==> src/rtl/hdmi_period_sequencer.sv <==
// HDMI period sequencer: raster counters, sync generation and per-pixel period
// selection (control / preamble / guard / video) feeding three TMDS encoders.
module hdmi_period_sequencer #(
    parameter int unsigned H_ACTIVE  = 640,
    parameter int unsigned H_FRONT   = 16,
    parameter int unsigned H_SYNC    = 96,
    parameter int unsigned H_BACK    = 48,
    parameter int unsigned V_ACTIVE  = 480,
    parameter int unsigned V_FRONT   = 10,
    parameter int unsigned V_SYNC    = 2,
    parameter int unsigned V_BACK    = 33,
    parameter logic        HSYNC_POL = 1'b0,
    parameter logic        VSYNC_POL = 1'b0
) (
    input  logic        clk_pixel,
    input  logic        reset,
    output logic [11:0] cx,
    output logic [10:0] cy,
    input  logic [23:0] rgb,
    output logic [2:0]  mode,
    output logic [1:0]  ctrl0,
    output logic [1:0]  ctrl1,
    output logic [1:0]  ctrl2,
    output logic [23:0] video_data,
    output logic        frame_start
);

    localparam int unsigned H_TOTAL = H_ACTIVE + H_FRONT + H_SYNC + H_BACK;
    localparam int unsigned V_TOTAL = V_ACTIVE + V_FRONT + V_SYNC + V_BACK;
    localparam int unsigned CX_W    = 12;
    localparam int unsigned CY_W    = 11;

    if (H_TOTAL > 4096 || V_TOTAL > 2048 || H_BACK < 10) begin : g_bad_params
        $error("hdmi_period_sequencer: H_TOTAL/V_TOTAL exceed counter width or H_BACK < 10");
    end

    // Column decode points; preamble and guard sit at the very end of the back porch
    localparam logic [CX_W-1:0] CX_ACT      = CX_W'(H_ACTIVE);
    localparam logic [CX_W-1:0] CX_LAST     = CX_W'(H_TOTAL - 1);
    localparam logic [CX_W-1:0] HS_START    = CX_W'(H_ACTIVE + H_FRONT);
    localparam logic [CX_W-1:0] HS_END      = CX_W'(H_ACTIVE + H_FRONT + H_SYNC);
    localparam logic [CX_W-1:0] PRE_START   = CX_W'(H_TOTAL - 10);
    localparam logic [CX_W-1:0] PRE_END     = CX_W'(H_TOTAL - 3);
    localparam logic [CX_W-1:0] GUARD_START = CX_W'(H_TOTAL - 2);

    // Line decode points
    localparam logic [CY_W-1:0] CY_ACT      = CY_W'(V_ACTIVE);
    localparam logic [CY_W-1:0] CY_ACT_LAST = CY_W'(V_ACTIVE - 1);
    localparam logic [CY_W-1:0] CY_LAST     = CY_W'(V_TOTAL - 1);
    localparam logic [CY_W-1:0] VS_START    = CY_W'(V_ACTIVE + V_FRONT);
    localparam logic [CY_W-1:0] VS_END      = CY_W'(V_ACTIVE + V_FRONT + V_SYNC);

    localparam logic [1:0] ST_CONTROL  = 2'd0;
    localparam logic [1:0] ST_PREAMBLE = 2'd1;
    localparam logic [1:0] ST_GUARD    = 2'd2;
    localparam logic [1:0] ST_VIDEO    = 2'd3;

    logic [1:0]  state;
    logic [1:0]  state_next;
    logic [2:0]  mode_next;
    logic [1:0]  ctrl0_next;
    logic [1:0]  ctrl1_next;
    logic [1:0]  ctrl2_next;
    logic [23:0] video_next;
    logic        frame_start_next;

    logic is_active;
    logic is_hs;
    logic is_vs;
    logic next_act;
    logic is_pre;
    logic is_guard;

    // Raster counters; reset parks them just before the last line's preamble
    always_ff @(posedge clk_pixel) begin
        if (reset) begin
            cx <= CX_ACT;
            cy <= CY_LAST;
        end else if (cx == CX_LAST) begin
            cx <= '0;
            cy <= (cy == CY_LAST) ? '0 : cy + CY_W'(1);
        end else begin
            cx <= cx + CX_W'(1);
        end
    end

    // Phase decode of the current counter position
    always_comb begin
        is_active = (cx < CX_ACT) && (cy < CY_ACT);
        is_hs     = (cx >= HS_START) && (cx < HS_END);
        is_vs     = (cy >= VS_START) && (cy < VS_END);
        next_act  = (cy == CY_LAST) || (cy < CY_ACT_LAST);
        is_pre    = next_act && (cx >= PRE_START) && (cx <= PRE_END);
        is_guard  = next_act && (cx >= GUARD_START);
    end

    // Next period state and the output words it implies
    always_comb begin
        state_next       = ST_CONTROL;
        mode_next        = 3'd0;
        ctrl1_next       = 2'b00;
        ctrl2_next       = 2'b00;
        video_next       = '0;
        frame_start_next = 1'b0;
        ctrl0_next       = {is_vs ? VSYNC_POL : ~VSYNC_POL, is_hs ? HSYNC_POL : ~HSYNC_POL};
        if (is_active) begin
            state_next       = ST_VIDEO;
            mode_next        = 3'd1;
            video_next       = rgb;
            frame_start_next = (cx == '0) && (cy == '0);
        end else if (is_guard) begin
            state_next = ST_GUARD;
            mode_next  = 3'd2;
        end else if (is_pre) begin
            state_next = ST_PREAMBLE;
            ctrl1_next = 2'b01;
        end
    end

    // State and output registers, one clock behind the counters
    always_ff @(posedge clk_pixel) begin
        if (reset) begin
            state       <= ST_CONTROL;
            mode        <= 3'd0;
            ctrl0       <= {~VSYNC_POL, ~HSYNC_POL};
            ctrl1       <= 2'b00;
            ctrl2       <= 2'b00;
            video_data  <= '0;
            frame_start <= 1'b0;
        end else begin
            state       <= state_next;
            mode        <= mode_next;
            ctrl0       <= ctrl0_next;
            ctrl1       <= ctrl1_next;
            ctrl2       <= ctrl2_next;
            video_data  <= video_next;
            frame_start <= frame_start_next;
        end
    end

    function automatic logic legal_step(input logic [1:0] from, input logic [1:0] to);
        logic ok;
        ok = (to == from);
        case (from)
            ST_CONTROL:  ok = ok || (to == ST_PREAMBLE);
            ST_PREAMBLE: ok = ok || (to == ST_GUARD);
            ST_GUARD:    ok = ok || (to == ST_VIDEO);
            default:     ok = ok || (to == ST_CONTROL);
        endcase
        return ok;
    endfunction

    // Periods must advance strictly CONTROL->PREAMBLE->GUARD->VIDEO->CONTROL
    always_ff @(posedge clk_pixel) begin
        if (!reset) begin
            assert (legal_step(state, state_next))
            else $error("illegal period transition %0d -> %0d", state, state_next);
        end
    end

endmodule
==> config.mk <==
export PLATFORM = sky130hd
export DESIGN_NAME = hdmi_period_sequencer
export DESIGN_NICKNAME = d
export VERILOG_FILES = /design/src/rtl/hdmi_period_sequencer.sv
export SDC_FILE = /design/constraint.sdc
export NUM_CORES = 1
export LEC_CHECK = 0
export ABC_AREA = 1
export BUFFER_PORTS_ARGS = -buffer_cell sky130_fd_sc_hd__buf_4
export CORE_ASPECT_RATIO = 0.5
export CORE_MARGIN = 8
export CORE_UTILIZATION = 45
export CTS_CLUSTER_DIAMETER = 200
export DETAILED_ROUTE_END_ITERATION = 12
export GPL_TIMING_DRIVEN = 0
export PLACE_DENSITY = 0.73
export SLEW_MARGIN = 20
export SYNTH_ARGS = -nofsm -noshare
export SYNTH_HDL_FRONTEND = slang
export SYNTH_SLANG_ARGS = --single-unit
==> constraint.sdc <==
create_clock -name clk_pixel -period 2.35 [get_ports clk_pixel]
set_input_delay 0.235 -clock clk_pixel [delete_from_list [all_inputs] [get_ports clk_pixel]]
set_output_delay 0.235 -clock clk_pixel [all_outputs]
set_load 0.03 [all_outputs]
==> run_results.csv <==
group,metric,value,unit
routing,drtIter0Drc,139,
global_routing,grt_pass1_wl,9620,um
floorplanning,initial_utilization,47.2,%
global_routing,grt_start_max_net_pins,19,
sta,hold_violations,0,
synthesis,post-synth-top-area-cell,"dfxtp_1",
synthesis,synth_top_area_share,44.9,%
synthesis,synthMuxAreaShare,0,%
sta,skew,0.00704,ns
sta,fin_setup_tns,0,ns
synthesis,synth_seq_cells,53,
worst_setup_path,critical_path.startpoint_type,"register",
worst_setup_path,worstSetupPathType,"reg -> reg",
routing,vias_per_cell,4.65,
synthesis,synth-adder-area-share,2.65,%
finish,final_cells,480,
synthesis,ys_top_cells_by_area,"dfxtp_1 (45%), nor2_1 (9.7%), inv_1 (8.1%), nand2_1 (7.9%), nand3_1 (4.5%)",
pwr,power.density,491,mW/mm^2
floorplanning,fp.dieArea,0.00796,sq mm
worst_setup_path,cp_data_required_time,2.56,ns
finish,area_growth,33.0,%
clocking,ctsHtreeMaxLevel,2,
routing,firstDrtPassIters,4,
run_status,status,"complete, no violations",
sta,period_minus_slack,1.67,ns
placement,place_congestion,0.898,
synthesis,ys_seq_area_share,44.9,%
job,maxCapViolations,0,
global_routing,grt_overflow_total,0,
worst_setup_path,rr_endpoint,"cy[5]$_SDFFE_PP0N_",
clocking,clk_pin_slew,0.10,ns
floorplanning,io_pins,83,
synthesis,synth_top_family_by_area,"simple AND/OR/NAND/NOR gates",
floorplanning,core,0.00500,sq mm
sta,rsz0062_at_grt,"false",
floorplanning,die_x,118,um
finish,nNetsFinal,440,
clocking,cts_root_buf,"clkbuf_8",
worst_setup_path,reg2regPathDepth,8,
synthesis,yosysWarnings,0,
routing,drt-wirelength-per-cell,12.1,um
clocking,clock_latency,0.31,ns
synthesis,synth.distinct_cells,31,
pwr,ir_worst_vdd,0.293,mV
routing,vias,2233,
placement,port_buffers,78,
clocking,post_cts_buffers,0,
synthesis,synth_xor_xnor_area_share,1.85,%
placement,placed_cells,472,
worst_setup_path,crit_start,"cx[0]$_SDFF_PP0_",
pwr,p_leak,1.60,nW
global_routing,grt_pass1_vias,2082,
sta,finalMaxSlewViolations,0,
finish,layout-drive-gt1-share,28.5,%
synthesis,synth_compound_area_share,5.41,%
clocking,clk_path_buf_depth,2,
synthesis,yosysMostFrequentCell,"nor2_1",
worst_setup_path,critPathCapture,"cy[5]$_SDFFE_PP0N_",
clocking,cts_resized,0,
clocking,numCtsBuffers,5,
synthesis,synth-simple-area-share,33.7,%
sta,fmax,0.600,GHz
routing,drt_wl_total,5830,um
synthesis,synth_area,0.00236,sq mm
clocking,cts_sinks,53,
synthesis,synthArstFlopShare,0,%
routing,drc_errors,0,
placement,hpwl,4670,um
synthesis,synthCells,321,
worst_setup_path,cp_max_fo,8,
sta,fin_crit_sh,70.9,%
floorplanning,num_rows,18,
clocking,hold_buffers,0,
global_routing,antenna_found_initial,0,
synthesis,avgSynthCellArea,7.36,sq um
worst_setup_path,endpoint_kind,"register",
worst_setup_path,r2r_start,"cx[0]$_SDFF_PP0_",
floorplanning,die_h,67.2,um
worst_setup_path,rrSetupSlack,0.68,ns
clocking,cts_tree,"built",
finish,num_antenna_cells,0,
routing,antenna_left,0,
worst_setup_path,cp.arrival,1.88,ns
synthesis,synth_edf_count,0,
synthesis,synth_common_cells,"nor2_1 (61), dfxtp_1 (53), inv_1 (51)",
synthesis,synthFlopType,"dfxtp_1",
hold_path,hold_class,"in -> reg",
global_routing,grt_use_total,14.5,%
sta,setup_viol,0,
critical path, cell delays in order (launching register included):
cell and delay, ns:
dfxtp_1 0.50, ha_1 0.25, inv_1 0.11, nor2_8 0.16
inv_2 0.09, nor2_8 0.15, nand3_1 0.13, nor2_1 0.12
nor2_1 0.05
cell usage in the layout (no fill, tap or decap), drive strengths merged:
| cell | count |
|---|---|
| clkinv | 3 |
| xor2 | 4 |
| or2 | 1 |
| xnor2 | 1 |
| and2 | 1 |
| nand4 | 5 |
| clkbuf | 5 |
| o31ai | 1 |
| nand2 | 55 |
| nor4 | 1 |
| a21o | 1 |
| nor3b | 1 |
| o2111ai | 1 |
| nor3 | 9 |
| o21ai | 9 |
| inv | 56 |
| nor2 | 73 |
| conb | 4 |
| o21bai | 1 |
| buf | 84 |
| clkinvlp | 1 |
| nand3b | 1 |
| nand3 | 24 |
| a21oi | 10 |
| dfxtp | 53 |
| ha | 5 |
cell families after synthesis:
| family | Yosys count |
|---|---|
| buffers and inverters | 63 |
| flip-flops | 53 |
| AND/OR/NAND/NOR | 171 |
| other | 1 |
| AO/OA/AOI/OAI | 23 |
| adder cells (fa/ha/maj) | 5 |
| XOR/XNOR | 5 |
stage by stage:
step	total power, mW	instance area [sq um]	setup WS, ns	utilization, %	hold WS, ns
6_report	1.54	3140	0.684	62.8	0.136
3_3_place_gp	1.04	3050	0.724	60.9	0.447
2_1_floorplan	0.988	2370	0.714	-	0.304
3_5_place_dp	1.04	3050	0.686	60.9	0.455
5_1_grt	1.61	3140	0.527	62.8	0.126
4_1_cts	1.57	3140	0.667	62.8	0.130
routing by layer:
layer	GRT usage, %	vias to the layer above	wire length [um]
li1	-	1155	-
met1	17.2	1000	2580
met2	25.2	73	2730
met3	4.74	5	465
met4	4.21	0	51
met5	0	-	0
final cells by class:
type	instances	area [sq um]
Fill cell	470	1860
Sequential cell	53	1060
Multi-Input combinational cell	208	1040
Timing Repair Buffer	78	586
Inverter	57	214
Tap cell	70	87.6
Clock buffer	5	68.8
Buffer	6	52.6
Clock inverter	3	25.0
state kept, by name, summed over array words and instances (netlist names):
signal	count
video_data	24
cx	12
cy	11
ctrl0	2
mode	2
ctrl1	1
frame_start	1
power by group:
group          leakage [nW]  internal [mW]  switching [mW]
Combinational          1.13         0.0509          0.0551
Sequential            0.428          0.903         0.00908
Clock                0.0447          0.215           0.307
worst min path at each step:
stage | slack (ns) | endpoint | startpoint | cells after the start
after floorplan | 0.30 | cy[10]$_SDFFE_PP0N_ | reset | 1
after global placement | 0.45 | video_data[5]$_SDFF_PP0_ | rgb[5] | 3
after detailed placement | 0.45 | video_data[0]$_SDFF_PP0_ | rgb[0] | 3
after CTS | 0.13 | video_data[0]$_SDFF_PP0_ | rgb[0] | 3
after global routing | 0.13 | video_data[11]$_SDFF_PP0_ | rgb[11] | 3
final | 0.14 | video_data[3]$_SDFF_PP0_ | rgb[3] | 3
Note: power is estimated with default switching activity, not from simulation.
